`src/rtl/pulse_timing_generator_if.sv`:
```
// Configuration and status bundle for pulse_timing_generator.
//   master : register bank side (drives enable and timing config, reads status)
//   slave  : the timing generator itself
// Signals:
//   enable      run request (level)
//   periodo     PRI length in clk cycles
//   retardo     cycles from period start to sinc rise
//   ancho       sinc high time in cycles
//   num_pulsos  periods per burst, 0 = continuous
//   sinc        gate to the code generator
//   frame_start one-cycle strobe at period counter = 0
//   busy        generator running
//   done        burst complete
//   cfg_err     invalid config seen at start
//   pulse_cnt   periods started in the current burst
interface pulse_timing_generator_if #(
   parameter int NB_REG  = 32,
   parameter int NB_PCNT = 16
);
   logic               enable;
   logic [NB_REG-1:0]  periodo;
   logic [NB_REG-1:0]  retardo;
   logic [NB_REG-1:0]  ancho;
   logic [NB_PCNT-1:0] num_pulsos;
   logic               sinc;
   logic               frame_start;
   logic               busy;
   logic               done;
   logic               cfg_err;
   logic [NB_PCNT-1:0] pulse_cnt;

   modport master (
      output enable, periodo, retardo, ancho, num_pulsos,
      input  sinc, frame_start, busy, done, cfg_err, pulse_cnt
   );

   modport slave (
      input  enable, periodo, retardo, ancho, num_pulsos,
      output sinc, frame_start, busy, done, cfg_err, pulse_cnt
   );
endinterface

```
`src/rtl/pulse_timing_generator.sv`:
```
// Transmit pulse-repetition timing for the HFSWR transmitter.
// Opens one sinc gate window per PRI with programmable delay, width, period
// and burst length. Timing config is shadowed at every period start.
// Ports:
//   clk  system clock
//   rst  synchronous, active-low reset
//   bus  pulse_timing_generator_if.slave (config in, sinc/status out)
// All outputs are registered.
module pulse_timing_generator #(
   parameter int NB_REG  = 32,
   parameter int NB_PCNT = 16
) (
   input  logic                      clk,
   input  logic                      rst,
   pulse_timing_generator_if.slave   bus
);

   localparam logic [NB_REG-1:0]  ONE_R = NB_REG'(1);
   localparam logic [NB_REG-1:0]  TWO_R = NB_REG'(2);
   localparam logic [NB_PCNT-1:0] ONE_P = NB_PCNT'(1);

   typedef enum logic [1:0] {IDLE, RUN, DONE} state_t;

   state_t             state;
   logic [NB_REG-1:0]  pc;
   logic [NB_REG-1:0]  periodo_sh, retardo_sh, ancho_sh;
   logic [NB_PCNT-1:0] num_sh;
   logic [NB_PCNT-1:0] pulse_cnt_r;
   logic               sinc_r, frame_start_r, busy_r, done_r, cfg_err_r;

   // Window test on the value pc will hold next cycle, so the registered
   // sinc lines up with the registered pc. The end bound is one bit wider
   // than the operands so retardo+ancho never wraps.
   function automatic logic in_window(input logic [NB_REG-1:0] p,
                                      input logic [NB_REG-1:0] r,
                                      input logic [NB_REG-1:0] a);
      logic [NB_REG:0] stop;
      stop = {1'b0, r} + {1'b0, a};
      return (p >= r) && ({1'b0, p} < stop);
   endfunction

   logic period_end, burst_end;
   assign period_end = (pc == periodo_sh - ONE_R);
   assign burst_end  = (num_sh != '0) && (pulse_cnt_r == num_sh);

   always_ff @(posedge clk) begin
      if (!rst) begin
         state         <= IDLE;
         pc            <= '0;
         pulse_cnt_r   <= '0;
         periodo_sh    <= '0;
         retardo_sh    <= '0;
         ancho_sh      <= '0;
         num_sh        <= '0;
         sinc_r        <= 1'b0;
         frame_start_r <= 1'b0;
         busy_r        <= 1'b0;
         done_r        <= 1'b0;
         cfg_err_r     <= 1'b0;
      end else begin
         frame_start_r <= 1'b0;
         case (state)
            IDLE: begin
               sinc_r <= 1'b0;
               busy_r <= 1'b0;
               done_r <= 1'b0;
               if (bus.enable) begin
                  if (bus.periodo >= TWO_R) begin
                     periodo_sh    <= bus.periodo;
                     retardo_sh    <= bus.retardo;
                     ancho_sh      <= bus.ancho;
                     num_sh        <= bus.num_pulsos;
                     pc            <= '0;
                     pulse_cnt_r   <= ONE_P;
                     frame_start_r <= 1'b1;
                     sinc_r        <= in_window('0, bus.retardo, bus.ancho);
                     busy_r        <= 1'b1;
                     cfg_err_r     <= 1'b0;
                     state         <= RUN;
                  end else begin
                     cfg_err_r <= 1'b1;
                  end
               end
            end
            RUN: begin
               if (period_end) begin
                  if (burst_end) begin
                     sinc_r <= 1'b0;
                     busy_r <= 1'b0;
                     done_r <= 1'b1;
                     state  <= DONE;
                  end else if (!bus.enable) begin
                     // graceful stop: only taken once the period has completed
                     sinc_r <= 1'b0;
                     busy_r <= 1'b0;
                     state  <= IDLE;
                  end else begin
                     // no dead cycle between periods; continuous mode lets
                     // pulse_cnt wrap naturally
                     periodo_sh    <= bus.periodo;
                     retardo_sh    <= bus.retardo;
                     ancho_sh      <= bus.ancho;
                     num_sh        <= bus.num_pulsos;
                     pc            <= '0;
                     pulse_cnt_r   <= pulse_cnt_r + ONE_P;
                     frame_start_r <= 1'b1;
                     sinc_r        <= in_window('0, bus.retardo, bus.ancho);
                  end
               end else begin
                  pc     <= pc + ONE_R;
                  sinc_r <= in_window(pc + ONE_R, retardo_sh, ancho_sh);
               end
            end
            DONE: begin
               sinc_r <= 1'b0;
               busy_r <= 1'b0;
               done_r <= 1'b1;
               // a new burst requires enable to go low first
               if (!bus.enable) begin
                  done_r <= 1'b0;
                  state  <= IDLE;
               end
            end
            default: state <= IDLE;
         endcase
      end
   end

   assign bus.sinc        = sinc_r;
   assign bus.frame_start = frame_start_r;
   assign bus.busy        = busy_r;
   assign bus.done        = done_r;
   assign bus.cfg_err     = cfg_err_r;
   assign bus.pulse_cnt   = pulse_cnt_r;

endmodule

```
`src/flat_wrapper.sv`:
```
// flat-port wrapper written by rule: the top's interface ports become plain ports
module pulse_timing_generator_flat 
#(
   parameter int NB_REG  = 32,
   parameter int NB_PCNT = 16
)
  (clk, rst, bus_enable, bus_periodo, bus_retardo, bus_ancho, bus_num_pulsos, bus_sinc, bus_frame_start, bus_busy, bus_done, bus_cfg_err, bus_pulse_cnt);
  pulse_timing_generator_if #(.NB_REG(NB_REG), .NB_PCNT(NB_PCNT)) bus_i ();
  input  logic clk;
  input  logic rst;
  input wire logic [$bits(bus_i.enable)-1:0] bus_enable;
  input wire logic [$bits(bus_i.periodo)-1:0] bus_periodo;
  input wire logic [$bits(bus_i.retardo)-1:0] bus_retardo;
  input wire logic [$bits(bus_i.ancho)-1:0] bus_ancho;
  input wire logic [$bits(bus_i.num_pulsos)-1:0] bus_num_pulsos;
  output wire logic [$bits(bus_i.sinc)-1:0] bus_sinc;
  output wire logic [$bits(bus_i.frame_start)-1:0] bus_frame_start;
  output wire logic [$bits(bus_i.busy)-1:0] bus_busy;
  output wire logic [$bits(bus_i.done)-1:0] bus_done;
  output wire logic [$bits(bus_i.cfg_err)-1:0] bus_cfg_err;
  output wire logic [$bits(bus_i.pulse_cnt)-1:0] bus_pulse_cnt;
  assign bus_i.enable = bus_enable;
  assign bus_i.periodo = bus_periodo;
  assign bus_i.retardo = bus_retardo;
  assign bus_i.ancho = bus_ancho;
  assign bus_i.num_pulsos = bus_num_pulsos;
  assign bus_sinc = bus_i.sinc;
  assign bus_frame_start = bus_i.frame_start;
  assign bus_busy = bus_i.busy;
  assign bus_done = bus_i.done;
  assign bus_cfg_err = bus_i.cfg_err;
  assign bus_pulse_cnt = bus_i.pulse_cnt;
  pulse_timing_generator #(.NB_REG(NB_REG), .NB_PCNT(NB_PCNT)) u_core (.clk(clk), .rst(rst), .bus(bus_i));
endmodule
```
`config.mk`:
```
export PLATFORM = sky130hd
export DESIGN_NAME = pulse_timing_generator_flat
export DESIGN_NICKNAME = d
export VERILOG_FILES = /design/src/rtl/pulse_timing_generator_if.sv /design/src/rtl/pulse_timing_generator.sv /design/src/flat_wrapper.sv
export SDC_FILE = /design/constraint.sdc
export NUM_CORES = 1
export LEC_CHECK = 0
export CAP_MARGIN = 20
export CORE_UTILIZATION = 44
export CTS_BUF_LIST = sky130_fd_sc_hd__clkbuf_2 sky130_fd_sc_hd__clkbuf_4 sky130_fd_sc_hd__clkbuf_8
export CTS_CLUSTER_DIAMETER = 200
export DETAILED_ROUTE_END_ITERATION = 16
export DONT_BUFFER_PORTS = 1
export PLACE_DENSITY = 0.63
export SYNTH_ARGS = -nofsm -noshare
export SYNTH_HDL_FRONTEND = slang
export SYNTH_SLANG_ARGS = --single-unit
```
`constraint.sdc`:
```
create_clock -name clk -period 8.4 [get_ports clk]
set_input_delay 2.52 -clock clk [delete_from_list [all_inputs] [get_ports clk]]
set_output_delay 2.52 -clock clk [all_outputs]
set_load 0.02 [all_outputs]
```
==> out/results.ini <==
[global_routing]
grt_usage_pct = 24.8
gr-total-overflow = 0
antenna_found_initial = 1
grt_start_max_net_pins = 155
grt_pass1_wl_microns = 61000
first_global_vias = 11400

[hold_path]
worstHoldStart = u_core.ancho_sh[30]
hold_path_class = reg2reg
min_path_cells = 2
holdPathEnd = u_core.ancho_sh[30]

[power]
p_per_area_nw_per_um2 = 199
peakVddDrop_mv = 0.0955
power_uw = 2780
p_leak_uw = 0.00541

[synthesis]
synth_area_leaders = dfxtp_1, ha_1, nand2_1
seq_area_frac_synth_pct = 25.0
syn-cell-area_sq_um = 13400
synth.most_common_cell = nand2_1
syn_inst = 1746
yosys-top-cells-count = nand2_1, dfxtp_1, a21boi_0
avgSynthCellArea_sq_um = 7.65
synth_nets = 1997
ys_types = 75
ys_warn_count = 0
synthArstFlopShare_pct = 0
yosysTopAreaCell = dfxtp_1
synth_top_area_share_pct = 25.0
synthFlopType = dfxtp_1
synth_edf_count = 0
synth-seq-cells = 167

[flow_run]
cap_violations = 0

[floorplanning]
core_sq_um = 29800
die_x_microns = 176
dieArea_sq_um = 31100
pin_count = 136
start_util_pct = 44.8
die_y_microns = 176
num_rows = 63

[clock_tree]
cts-root-buf = clkbuf_8
postCtsSetupBuffers = 0
cts-buffers-inserted = 17
cts_tree = yes
clock_latency_ns = 0.48
ctsResizeCount = 0
holdBufCountCts = 0
clockBufferDepth = 2
clk_pin_slew_ns = 0.11
htreeDepth = 4
cts.sinks = 167

[layout]
antennaDiodeCount = 0
drive_above_1_share_pct = 3.45
design_area_sq_um = 14000
final_nets = 1948
area.sequential_sq_um = 3340
fill_cells = 3066
multiInputGateArea_sq_um = 9410
area_delta_synth_final_pct = 4.62

[sta]
tns_ns = 0
min_period_ns = 5.62
rsz0062_at_grt = no
final-hold-violation-count = 0
slew_headroom_pct = 27.4
setup_viol_count_final = 0
skew_ns = 0.0264
fin_crit_sh_pct = 66.9
maxSlewViolCount = 0
max_freq_mhz = 178
worst_pin_slew_ns = 1.08

[drt]
drtIter0Drc = 909
wl_per_cell_microns = 18.3
wirelength_microns = 38400
antenna_left = 0
drc = 0
vias = 12300
dr.pass1.iters = 5
vias_per_cell = 5.85

[setup_path]
r2r-start = u_core.retardo_sh[0]
reg2reg_depth = 24
setup.worst_path.start = bus_ancho[1]
crit_fanout = 6
endpoint_kind = register
r2r_slack_ns = 2.83
crit_arrival_ns = 5.99
required_ns = 8.77
worstSetupStartpointType = primary input
r2r-end = u_core.bus.sinc
critPathKind = in2reg

[outcome]
status = completed

[placement]
placed_cell_area_sq_um = 13600
port_buffers = 0
gp_congestion = 0.923
post-dp-hpwl_microns = 29400

-- worst max-delay path, stage by stage --
cell      delay, ns
ha_1           0.28
a211oi_1       0.28
nor2_1         0.12
a21oi_1        0.22
a21oi_1        0.19
a41o_1         0.30
o31ai_1        0.87
mux2i_1        0.35
nand3_1        0.10
nor4_1         0.44
a41o_1         0.24
a21oi_1        0.06
-- kinds of logic (layout without fill, tap and decap cells) --
group                      after synthesis  after routing  synth area share (%)
AOI/OAI and AO/OA                      452            452                  23.1
xor gates and xnor gates               140            140                  9.18
adders and majority gates              136            136                  12.8
buffers and inverters                  151            114                  4.56
DFF                                    167            167                  25.0
muxes                                    6              6                 0.468
and+or+nand+nor                        694            694                  24.8
-- placed cells by master (no fill, tap or decap), drive strengths merged, types with 19 or more instances in the layout --
cell type and count:
inv 73, xor2 59, nor4 49, ha 134
nand4 58, nand3 45, dfxtp 167, nand2 311
a21boi 150, a21o 27, a21oi 84, nor2b 21
xnor2 81, nor3 33, nor2 100, clkbuf 19
o21ai 74
-- through the flow --
stage	hold slack [ns]	utilization (%)	setup WS [ns]	std cells
3_3_place_gp	0.459	45.7	2.45	2068
3_5_place_dp	0.461	45.7	2.36	2068
6_report	0.474	46.9	2.78	2099
4_1_cts	0.477	46.9	2.86	2099
2_1_floorplan	0.448	-	2.94	1746
5_1_grt	0.503	46.9	2.34	2099
-- report_power, final --
| group | internal (uW) | leakage, uW | switching [uW] |
|---|---|---|---|
| clock | 248 | 0.000180 | 338 |
| combinational | 455 | 0.00387 | 731 |
| sequential | 889 | 0.00136 | 118 |
| total | 1590 | 0.00541 | 1190 |
-- area by class of cell --
type | count | share of cell area, %
Clock inverter | 12 | 0.859
Clock buffer | 19 | 1.83
Sequential cell | 167 | 23.9
Inverter | 70 | 1.88
Timing Repair Buffer | 13 | 0.698
Multi-Input combinational cell | 1428 | 67.3
Tap cell | 390 | 3.49
-- worst max path at each step --
| stage | endpoint |
|---|---|
| floorplan | u_core.bus.sinc |
| global placement | u_core.bus.sinc |
| detailed placement | u_core.bus.sinc |
| CTS | u_core.bus.sinc |
| global route | u_core.bus.sinc |
| finish | u_core.bus.sinc |
-- sequential cells by signal (all words and copies together), names as in the netlist --
register,cells
u_core.ancho_sh,32
u_core.bus.busy,1
u_core.bus.cfg_err,1
u_core.bus.done,1
u_core.bus.frame_start,1
u_core.bus.pulse_cnt,16
u_core.bus.sinc,1
u_core.num_sh,16
u_core.pc,32
u_core.periodo_sh,32
u_core.retardo_sh,32
u_core.state,2
-- layer usage --
metal	part of all wire (%)	GRT usage (%)
met5	0.034	0
met2	47	41.4
met1	46	33.2
met3	5.1	4.13
met4	1.6	6.01
No activity file was read; power rests on OpenSTA's default activity.
